--- src/rtl/reorder_buffer_pkg.sv ---
// Shared types and default sizing for the reorder buffer and its consumers.
package reorder_buffer_pkg;

  localparam int unsigned WIDTH  = 32;
  localparam int unsigned SIZE   = 8;
  localparam int unsigned NUM_WB = 3;
  localparam int unsigned TAG_W  = $clog2(SIZE);
  localparam int unsigned XLEN   = 32;

  typedef logic [TAG_W-1:0] rob_tag_t;

  // Decoded instruction info carried alongside each ROB entry.
  typedef struct packed {
    logic [XLEN-1:0] pc;
    logic [6:0]      opcode;
    logic [4:0]      rd;
    logic [4:0]      rs1;
    logic [4:0]      rs2;
    logic [XLEN-1:0] imm;
    logic [XLEN-1:0] branch_pc;
  } pci_t;

  // Per-entry retire view consumed by the regfile and the commit checker.
  typedef struct packed {
    logic             rdy;
    logic [WIDTH-1:0] data;
    pci_t             pc_info;
  } sal2_t;

  typedef struct packed {
    logic     valid;
    rob_tag_t front_tag;
    rob_tag_t rear_tag;
  } flush_t;

endpackage

--- src/rtl/rob_commit_select.sv ---
// Picks the in-order run of completed entries that retire this cycle,
// stopping after the first mispredicted one.
module rob_commit_select #(
  parameter int unsigned size = 8
) (
  input  logic [$clog2(size)-1:0] front,
  input  logic [size-1:0]         valid,
  input  logic [size-1:0]         done,
  input  logic [size-1:0]         mispredict,
  output logic [size-1:0]         retire,
  output logic [$clog2(size):0]   n,
  output logic                    flush_valid,
  output logic [$clog2(size)-1:0] flush_idx
);

  localparam int unsigned TAG_W = $clog2(size);
  localparam int unsigned CNT_W = TAG_W + 1;

  logic             stop;
  logic [TAG_W-1:0] idx;

  // Walk from front; the first non-completed or mispredicted entry ends the run.
  always_comb begin
    retire      = '0;
    n           = '0;
    flush_valid = 1'b0;
    flush_idx   = '0;
    stop        = 1'b0;
    idx         = '0;
    for (int k = 0; k < int'(size); k++) begin
      idx = front + TAG_W'(k);
      if (!stop) begin
        if (valid[idx] && done[idx]) begin
          retire[idx] = 1'b1;
          n           = n + CNT_W'(1);
          if (mispredict[idx]) begin
            flush_valid = 1'b1;
            flush_idx   = idx;
            stop        = 1'b1;
          end
        end else begin
          stop = 1'b1;
        end
      end
    end
  end

endmodule

--- src/rtl/reorder_buffer.sv ---
// Circular in-order reorder buffer: allocate at dispatch, capture writeback
// results, retire completed runs in order and flush on a mispredicted retire.
module reorder_buffer
  import reorder_buffer_pkg::*;
#(
  parameter int unsigned width  = WIDTH,
  parameter int unsigned size   = SIZE,
  parameter int unsigned num_wb = NUM_WB
) (
  input  logic                    clk,
  input  logic                    rst,
  input  logic                    enq_valid,
  input  pci_t                    enq_pci,
  output logic                    enq_ready,
  output logic [$clog2(size)-1:0] enq_tag,
  input  logic [num_wb-1:0]       wb_valid,
  input  logic [$clog2(size)-1:0] wb_tag        [num_wb],
  input  logic [width-1:0]        wb_data       [num_wb],
  input  logic [num_wb-1:0]       wb_mispredict,
  input  logic [31:0]             wb_target     [num_wb],
  output sal2_t                   rdest         [size],
  output logic [4:0]              rd_bus        [size],
  output logic                    commit,
  output flush_t                  flush,
  output logic                    pc_load,
  output logic [31:0]             pc_target
);

  localparam int unsigned TAG_W_L = $clog2(size);
  localparam int unsigned CNT_W   = TAG_W_L + 1;

  logic [size-1:0]    valid_q, valid_d;
  logic [size-1:0]    done_q, done_d;
  logic [size-1:0]    mis_q, mis_d;
  logic [31:0]        target_q [size];
  logic [31:0]        target_d [size];
  logic [width-1:0]   data_q   [size];
  logic [width-1:0]   data_d   [size];
  pci_t               pci_q    [size];
  pci_t               pci_d    [size];
  logic [TAG_W_L-1:0] front_q, front_d;
  logic [TAG_W_L-1:0] rear_q, rear_d;
  logic [CNT_W-1:0]   count_q, count_d;

  logic [size-1:0]    retire;
  logic [CNT_W-1:0]   retire_n;
  logic               flush_c;
  logic [TAG_W_L-1:0] flush_idx;
  logic               do_enq;

  rob_commit_select #(
    .size (size)
  ) u_commit_select (
    .front       (front_q),
    .valid       (valid_q),
    .done        (done_q),
    .mispredict  (mis_q),
    .retire      (retire),
    .n           (retire_n),
    .flush_valid (flush_c),
    .flush_idx   (flush_idx)
  );

  // Allocation handshake: registered count only, blocked during a flush.
  always_comb begin
    enq_ready = (count_q < CNT_W'(size)) && !flush_c;
    enq_tag   = rear_q;
    do_enq    = enq_valid && enq_ready;
  end

  // Next-state: flush wipes everything, else writeback, retire, then allocate.
  always_comb begin
    valid_d  = valid_q;
    done_d   = done_q;
    mis_d    = mis_q;
    target_d = target_q;
    data_d   = data_q;
    pci_d    = pci_q;
    front_d  = front_q;
    rear_d   = rear_q;
    count_d  = count_q;
    if (flush_c) begin
      valid_d = '0;
      done_d  = '0;
      mis_d   = '0;
      front_d = rear_q;
      count_d = '0;
    end else begin
      // Highest bus first so the lowest index lands last and wins on a tie.
      for (int b = int'(num_wb) - 1; b >= 0; b--) begin
        if (wb_valid[b] && valid_q[wb_tag[b]]) begin
          done_d[wb_tag[b]]   = 1'b1;
          data_d[wb_tag[b]]   = wb_data[b];
          mis_d[wb_tag[b]]    = wb_mispredict[b];
          target_d[wb_tag[b]] = wb_target[b];
        end
      end
      for (int j = 0; j < int'(size); j++) begin
        if (retire[j]) begin
          valid_d[j] = 1'b0;
          done_d[j]  = 1'b0;
          mis_d[j]   = 1'b0;
        end
      end
      if (do_enq) begin
        valid_d[rear_q] = 1'b1;
        done_d[rear_q]  = 1'b0;
        mis_d[rear_q]   = 1'b0;
        pci_d[rear_q]   = enq_pci;
        rear_d          = rear_q + TAG_W_L'(1);
      end
      front_d = front_q + TAG_W_L'(retire_n);
      count_d = count_q + CNT_W'(do_enq) - retire_n;
    end
  end

  // State registers with synchronous reset.
  always_ff @(posedge clk) begin
    if (rst) begin
      valid_q <= '0;
      done_q  <= '0;
      mis_q   <= '0;
      front_q <= '0;
      rear_q  <= '0;
      count_q <= '0;
      for (int i = 0; i < int'(size); i++) begin
        target_q[i] <= '0;
        data_q[i]   <= '0;
        pci_q[i]    <= '0;
      end
    end else begin
      valid_q  <= valid_d;
      done_q   <= done_d;
      mis_q    <= mis_d;
      front_q  <= front_d;
      rear_q   <= rear_d;
      count_q  <= count_d;
      target_q <= target_d;
      data_q   <= data_d;
      pci_q    <= pci_d;
    end
  end

  // Retire view and redirect, all derived from registered state.
  always_comb begin
    for (int j = 0; j < int'(size); j++) begin
      rdest[j].rdy     = retire[j];
      rdest[j].data    = valid_q[j] ? WIDTH'(data_q[j]) : '0;
      rdest[j].pc_info = valid_q[j] ? pci_q[j] : '0;
      rd_bus[j]        = valid_q[j] ? pci_q[j].rd : 5'd0;
    end
    commit          = |retire;
    flush.valid     = flush_c;
    flush.front_tag = TAG_W'(front_q);
    flush.rear_tag  = TAG_W'(rear_q);
    pc_load         = flush_c;
    pc_target       = flush_c ? target_q[flush_idx] : 32'd0;
  end

endmodule
--- config.mk ---
export PLATFORM = sky130hd
export DESIGN_NAME = reorder_buffer
export DESIGN_NICKNAME = d
export VERILOG_FILES = /design/src/rtl/reorder_buffer_pkg.sv /design/src/rtl/rob_commit_select.sv /design/src/rtl/reorder_buffer.sv
export SDC_FILE = /design/constraint.sdc
export NUM_CORES = 2
export LEC_CHECK = 0
export CAP_MARGIN = 20
export CORE_AREA = 2 2 635 637
export CTS_BUF_LIST = sky130_fd_sc_hd__clkbuf_16
export CTS_CLUSTER_SIZE = 24
export DETAILED_ROUTE_END_ITERATION = 10
export DIE_AREA = 0 0 637 639
export GPL_ROUTABILITY_DRIVEN = 0
export GPL_TIMING_DRIVEN = 0
export PLACE_DENSITY = 0.39
export SYNTH_ARGS = -nofsm -noshare
export SYNTH_HDL_FRONTEND = slang
export SYNTH_SLANG_ARGS = --single-unit
--- constraint.sdc ---
create_clock -name clk -period 8.5 [get_ports clk]
set_clock_uncertainty 0.15 [all_clocks]
set_input_delay 0.85 -clock clk [delete_from_list [all_inputs] [get_ports clk]]
set_output_delay 0.85 -clock clk [all_outputs]
set_load 0.05 [all_outputs]
### Word level (Yosys, flattened, before mapping)

Cells that the tools add are included.
Widths: inputs -> output; s select.

* register bits: 1490
* word-level logic and storage cells: 474

* $add $sub $neg: 18
* $lt $le $gt $ge: 34
* multiplexer cells: 291
* bitwise gates (word level): 20
* reduce and logical (&&, ||, !) cells: 33

Operators with widths (number)
* $mux 256: 10
* $bwmux 256: 6
* $mux 118: 9
* $bwmux 944: 1
* $mux 32: 14
* $demux 118 s3: 1
* $demux 32 s3: 3
* $mux 8: 28
* $mux 1: 130
* $bmux 32 s3: 1
* $or 8x8->8: 11
* $bmux 1 s3: 27
* $mux 3: 24
* $mux 4: 14
* $lt 3x4->1 const B: 12
* $mux 5: 8
* $demux 1 s3: 12
* $ge 3x1->1 const B: 12
* $logic_and 1x1->1: 29
* $add 4x1->4 const B: 6
* $bwmux 8: 3
* $ge 4x4->1 const B: 5
* $not 3->4: 5
* $and 8x8->8: 2
* other kinds (15): 23

### Longest topological paths before layout

* depth after elaboration: 35
* mapped depth: 43
* gate-level depth less buffers: 38

### By module

From an unflattened synthesis, not the netlist that was laid out.

* cells, all modules: 10486
* area total of the unflattened synthesis: 79507.5 um2

By module, submodules not included
* reorder_buffer: times used 1, cells each 10253, area an instance 77548.1 um2, sequential area each 29828.6 um2
* rob_commit_select: times used 1, cells each 233, area an instance 1959.4 um2, sequential area each 0.0 um2

### Worst setup path before layout

No wires, ideal clock.

* kind: register to register
* start: register front_q[0]
* end: register count_q[3]
* setup time: 0.071 ns
* arrival: 8.257 ns
* slack: 0.022 ns
* stages on the path, launching flop included: 44
* buffers on the path: 5
* path through: dfxtp_1 -> buf_6 -> buf_4 -> inv_2 -> buf_1 -> ha_1 -> buf_6 -> buf_2 -> nand4_1 -> a41o_1 -> nand2_1 -> ha_1 -> o21ai_0 -> inv_1 -> ha_1 -> mux2i_1 -> nor2b_1 -> ha_1 -> (+8 left out) -> o2111ai_1 -> inv_1 -> ha_1 -> nand2_1 -> o21ai_0 -> ha_1 -> nand3_1 -> xor2_1 -> nor2_1 -> xnor2_1 -> ha_1 -> ha_1 -> a21oi_1 -> xnor2_1 -> or3_1 -> and3_1 -> or3_1 -> a21oi_1

* word-level cells in the longest chain between the ends: 30

Ends and longest elaborated chain
* start, declared: line reorder_buffer.sv:41 `logic [TAG_W_L-1:0] front_q, front_d;`
* start signal, assigned: line reorder_buffer.sv:135 `front_q <= front_d;`
* branches (longest 30 deep; another with $add 4x1->4)
* end signal, assigned: line reorder_buffer.sv:137 `count_q <= count_d;`
* end, declared: line reorder_buffer.sv:43 `logic [CNT_W-1:0] count_q, count_d;`

Parallel ways; which one is timed is not known. The select of a mux whose other input is x is not followed.
A chain may end at the register's enable or synchronous reset.

### Worst setup path in the final report

* start: register front_q[0]
* end: output pc_target[4]

* word-level cells in the longest chain between the ends: 30

Ends and longest elaborated chain
* branches (longest 29 deep; another with $add 3x1->3)
* $mux 32 *: line reorder_buffer.sv:157 `pc_target = flush_c ? target_q[flush_idx] : 32'd0;`
* end, declared: line reorder_buffer.sv:26 `output logic [31:0] pc_target`

Every way passes the cells marked *. The select of a mux whose other input is x is not followed.

==> results.cfg <==
[status]
status = complete, no violations

[timing]
setup_viol = 0
fmax_mhz = 122
whs_ns = 0.129
period_needed_ns = 8.21
maxSlewViolCount = 0
relSlewSlack_pct = 14.2
fin_setup_tns_ns = 0
worst_slew_pin_slew_ns = 1.28
post-route-period-util_pct = 96.5
hold_viol_final = 0

[synth]
syn_area_um2 = 78400
syn_inst = 10600
synth-edff-count = 0
ys_ff_latch = 1490
synth_flop_cell = dfxtp_1
yosys_warnings = 0
yosysSeqAreaShare_pct = 38.0
synth_area_leaders = dfxtp_1, nand2_1, and2_1, mux2i_1, a21oi_1
syn_avg_cell_area_um2 = 7.43
ys_types = 84
synth_fp_nets = 10900
synth_top_area_share_pct = 38.0
synth-async-reset-ratio_pct = 0
synth.largest_area_cell = dfxtp_1

[pwr]
p_sw_share_pct = 31.6
p_int_mw = 12.2
peakVddDrop_mv = 0.151
p_switching_mw = 5.66
p_clk_share_pct = 46.4
p_comb_share_pct = 12.6
powerDensity_nw_per_um2 = 169
power_leakage_nw = 37.8
seq_power_share_pct = 41.0

[routing]
dr.pass1.iters = 6
vias = 87300
drc = 0
wl_um = 618000
wire_per_inst_um = 35.1
vias_per_cell = 4.95
drt_iter0_drc = 9176
ant_nets = 0

[floorplanning]
core_area_um2 = 401000
design.die.area_um2 = 407000
die_x_um = 637
pin_count = 1621
initial_utilization_pct = 19.6
rows = 233
die_y_um = 639

[final_layout]
nets = 12500
area_growth_pct = 35.2
layout_common_cells = nand2_1, dfxtp_1, clkdlybuf4s50_1
layout_commonest_cell = nand2_1
layout-drive-gt1-share_pct = 7.82

[setup_path]
crit_type = reg2out
cp_data_required_time_ns = 7.50
worstPathArrival_ns = 7.21
endpoint_kind = primary output
cp_max_fo = 10
critPathLaunchType = flop

[clocking]
path_clk_slew_ns = 0.06
clkLatencyLatePin_ns = 0.92
clockBufferDepth = 4
clkSinkCount = 1490
holdBufCountCts = 0
cts_tree = yes
cts_inserted_buffers = 200
htreeDepth = 4
root_buffer = clkbuf_16

[global_route]
antenna_found_initial = 117
grt_max_degree = 17
grt_pass1_vias = 82200
grt_pass1_wl_um = 801000
grt_overflow = 0
grt.total_usage_pct = 28.9

[placement]
numPortBuffers = 1302
dp_hpwl_um = 484000

[flow_run]
cap_violations = 0

[min_path]
hp-class = in2reg
## what timing repair did
action                                  4_1_cts  5_1_grt
pin swaps                                     7       10
cloned                                        0        1
setup buffers                                 7       14
gates resized for setup                      34       20
endpoints found under the setup margin       40        1
## final cells by class
class | count | area, um2
Multi-Input combinational cell | 7737 | 42800
Fill cell | 44600 | 295000
Clock buffer | 201 | 5030
Buffer | 1299 | 5930
Timing Repair Buffer | 1397 | 14600
Inverter | 23 | 91.3
Antenna cell | 58 | 145
Clock inverter | 144 | 972
Sequential cell | 1490 | 29800
Tap cell | 5287 | 6620
## path summary, 6_finish.rpt
kind                             startpoint           end  slack, ns  depth (start not counted)
worst max-delay path             front_q[0]  pc_target[4]       0.29                         19
worst min-delay path            enq_pci[31]    pci_q[385]       0.13                          3
worst max register to register   front_q[0]    count_q[3]       0.39                         38
worst min register to register     pci_q[2]      pci_q[2]       0.30                          2
## Yosys cell counts, drive strengths merged (3+ instances only)
master / number
nand2: 2201
dfxtp: 1490
and2: 1216
a21oi: 1049
nor2: 898
clkbuf: 774
mux2i: 536
buf: 527
a211oi: 522
o21ai: 282
nor3: 274
a22oi: 241
o22ai: 148
o211ai: 70
a22o: 32
nand3: 24
inv: 23
ha: 21
nor4: 19
mux4: 18
mux2: 17
nand2b: 16
nand4: 13
or3: 13
and3: 10
xnor2: 10
xor2: 9
o21a: 8
a31oi: 7
or4: 7
nand4b: 6
or3b: 6
nand3b: 5
or2: 5
nor2b: 4
o31ai: 4
a211o: 3
a2bb2oi: 3
and4: 3
nor3b: 3
o2111ai: 3
## critical path, stage by stage, from the launching register on
cell	delay (ns)
dfxtp_4	0.36
buf_8	0.14
buf_8	0.14
inv_6	0.11
buf_8	0.16
ha_4	0.24
clkbuf_16	0.16
buf_4	0.13
inv_2	0.16
mux4_2	0.41
mux2i_1	0.57
nor2_1	0.37
a22oi_1	0.26
a221o_1	0.17
and3_1	0.21
a21oi_4	0.13
nor2_1	0.74
buf_2	0.46
a22o_1	0.43
clkdlybuf4s50_1	0.88
## stage by stage
step	instances	area, um2	util [%]	worst slack, ns	power [mW]
2_1_floorplan	10600	78400	-	0.0224	8.49
3_5_place_dp	17200	99500	24.8	-1.46	9.73
3_3_place_gp	17100	98100	24.5	-1.62	9.67
5_1_grt	17600	106000	26.4	-0.00434	18.4
4_1_cts	17600	106000	26.4	0.0142	18.1
6_report	17600	106000	26.5	0.295	17.9
## flip-flops by register name, indices dropped and copies added, names as in the netlist
register	flops
mis_q	8
enq_tag	3
valid_q	8
target_q	256
count_q	4
front_q	3
pci_q	944
done_q	8
data_q	256
## power groups by stage
stage | Combinational (mW) | Clock (mW) | Sequential [mW]
after floorplan | 1.08 | 0 | 7.41
after global placement | 2.19 | 0 | 7.48
after detailed placement | 2.24 | 0 | 7.48
after CTS | 2.25 | 8.48 | 7.33
after global routing | 2.35 | 8.67 | 7.35
final | 2.25 | 8.31 | 7.33
## routing by layer
layer,track usage [%],routed length [um],up-vias
met5,0.154,242,-
met4,16.0,39200,28
met3,7.32,50700,920
met2,45.3,274000,4320
met1,36.2,254000,43400
li1,-,-,38700
## logic make-up after synthesis
logic type | share of synthesized area [%]
AO/OA/AOI/OAI | 18.6
XOR/XNOR | 0.251
adder cells (fa/ha/maj) | 0.386
buffers and inverters | 7.55
flip-flops | 38.0
multiplexers | 7.61
AND/OR/NAND/NOR | 27.5
Note: power is estimated with default switching activity, not from simulation.
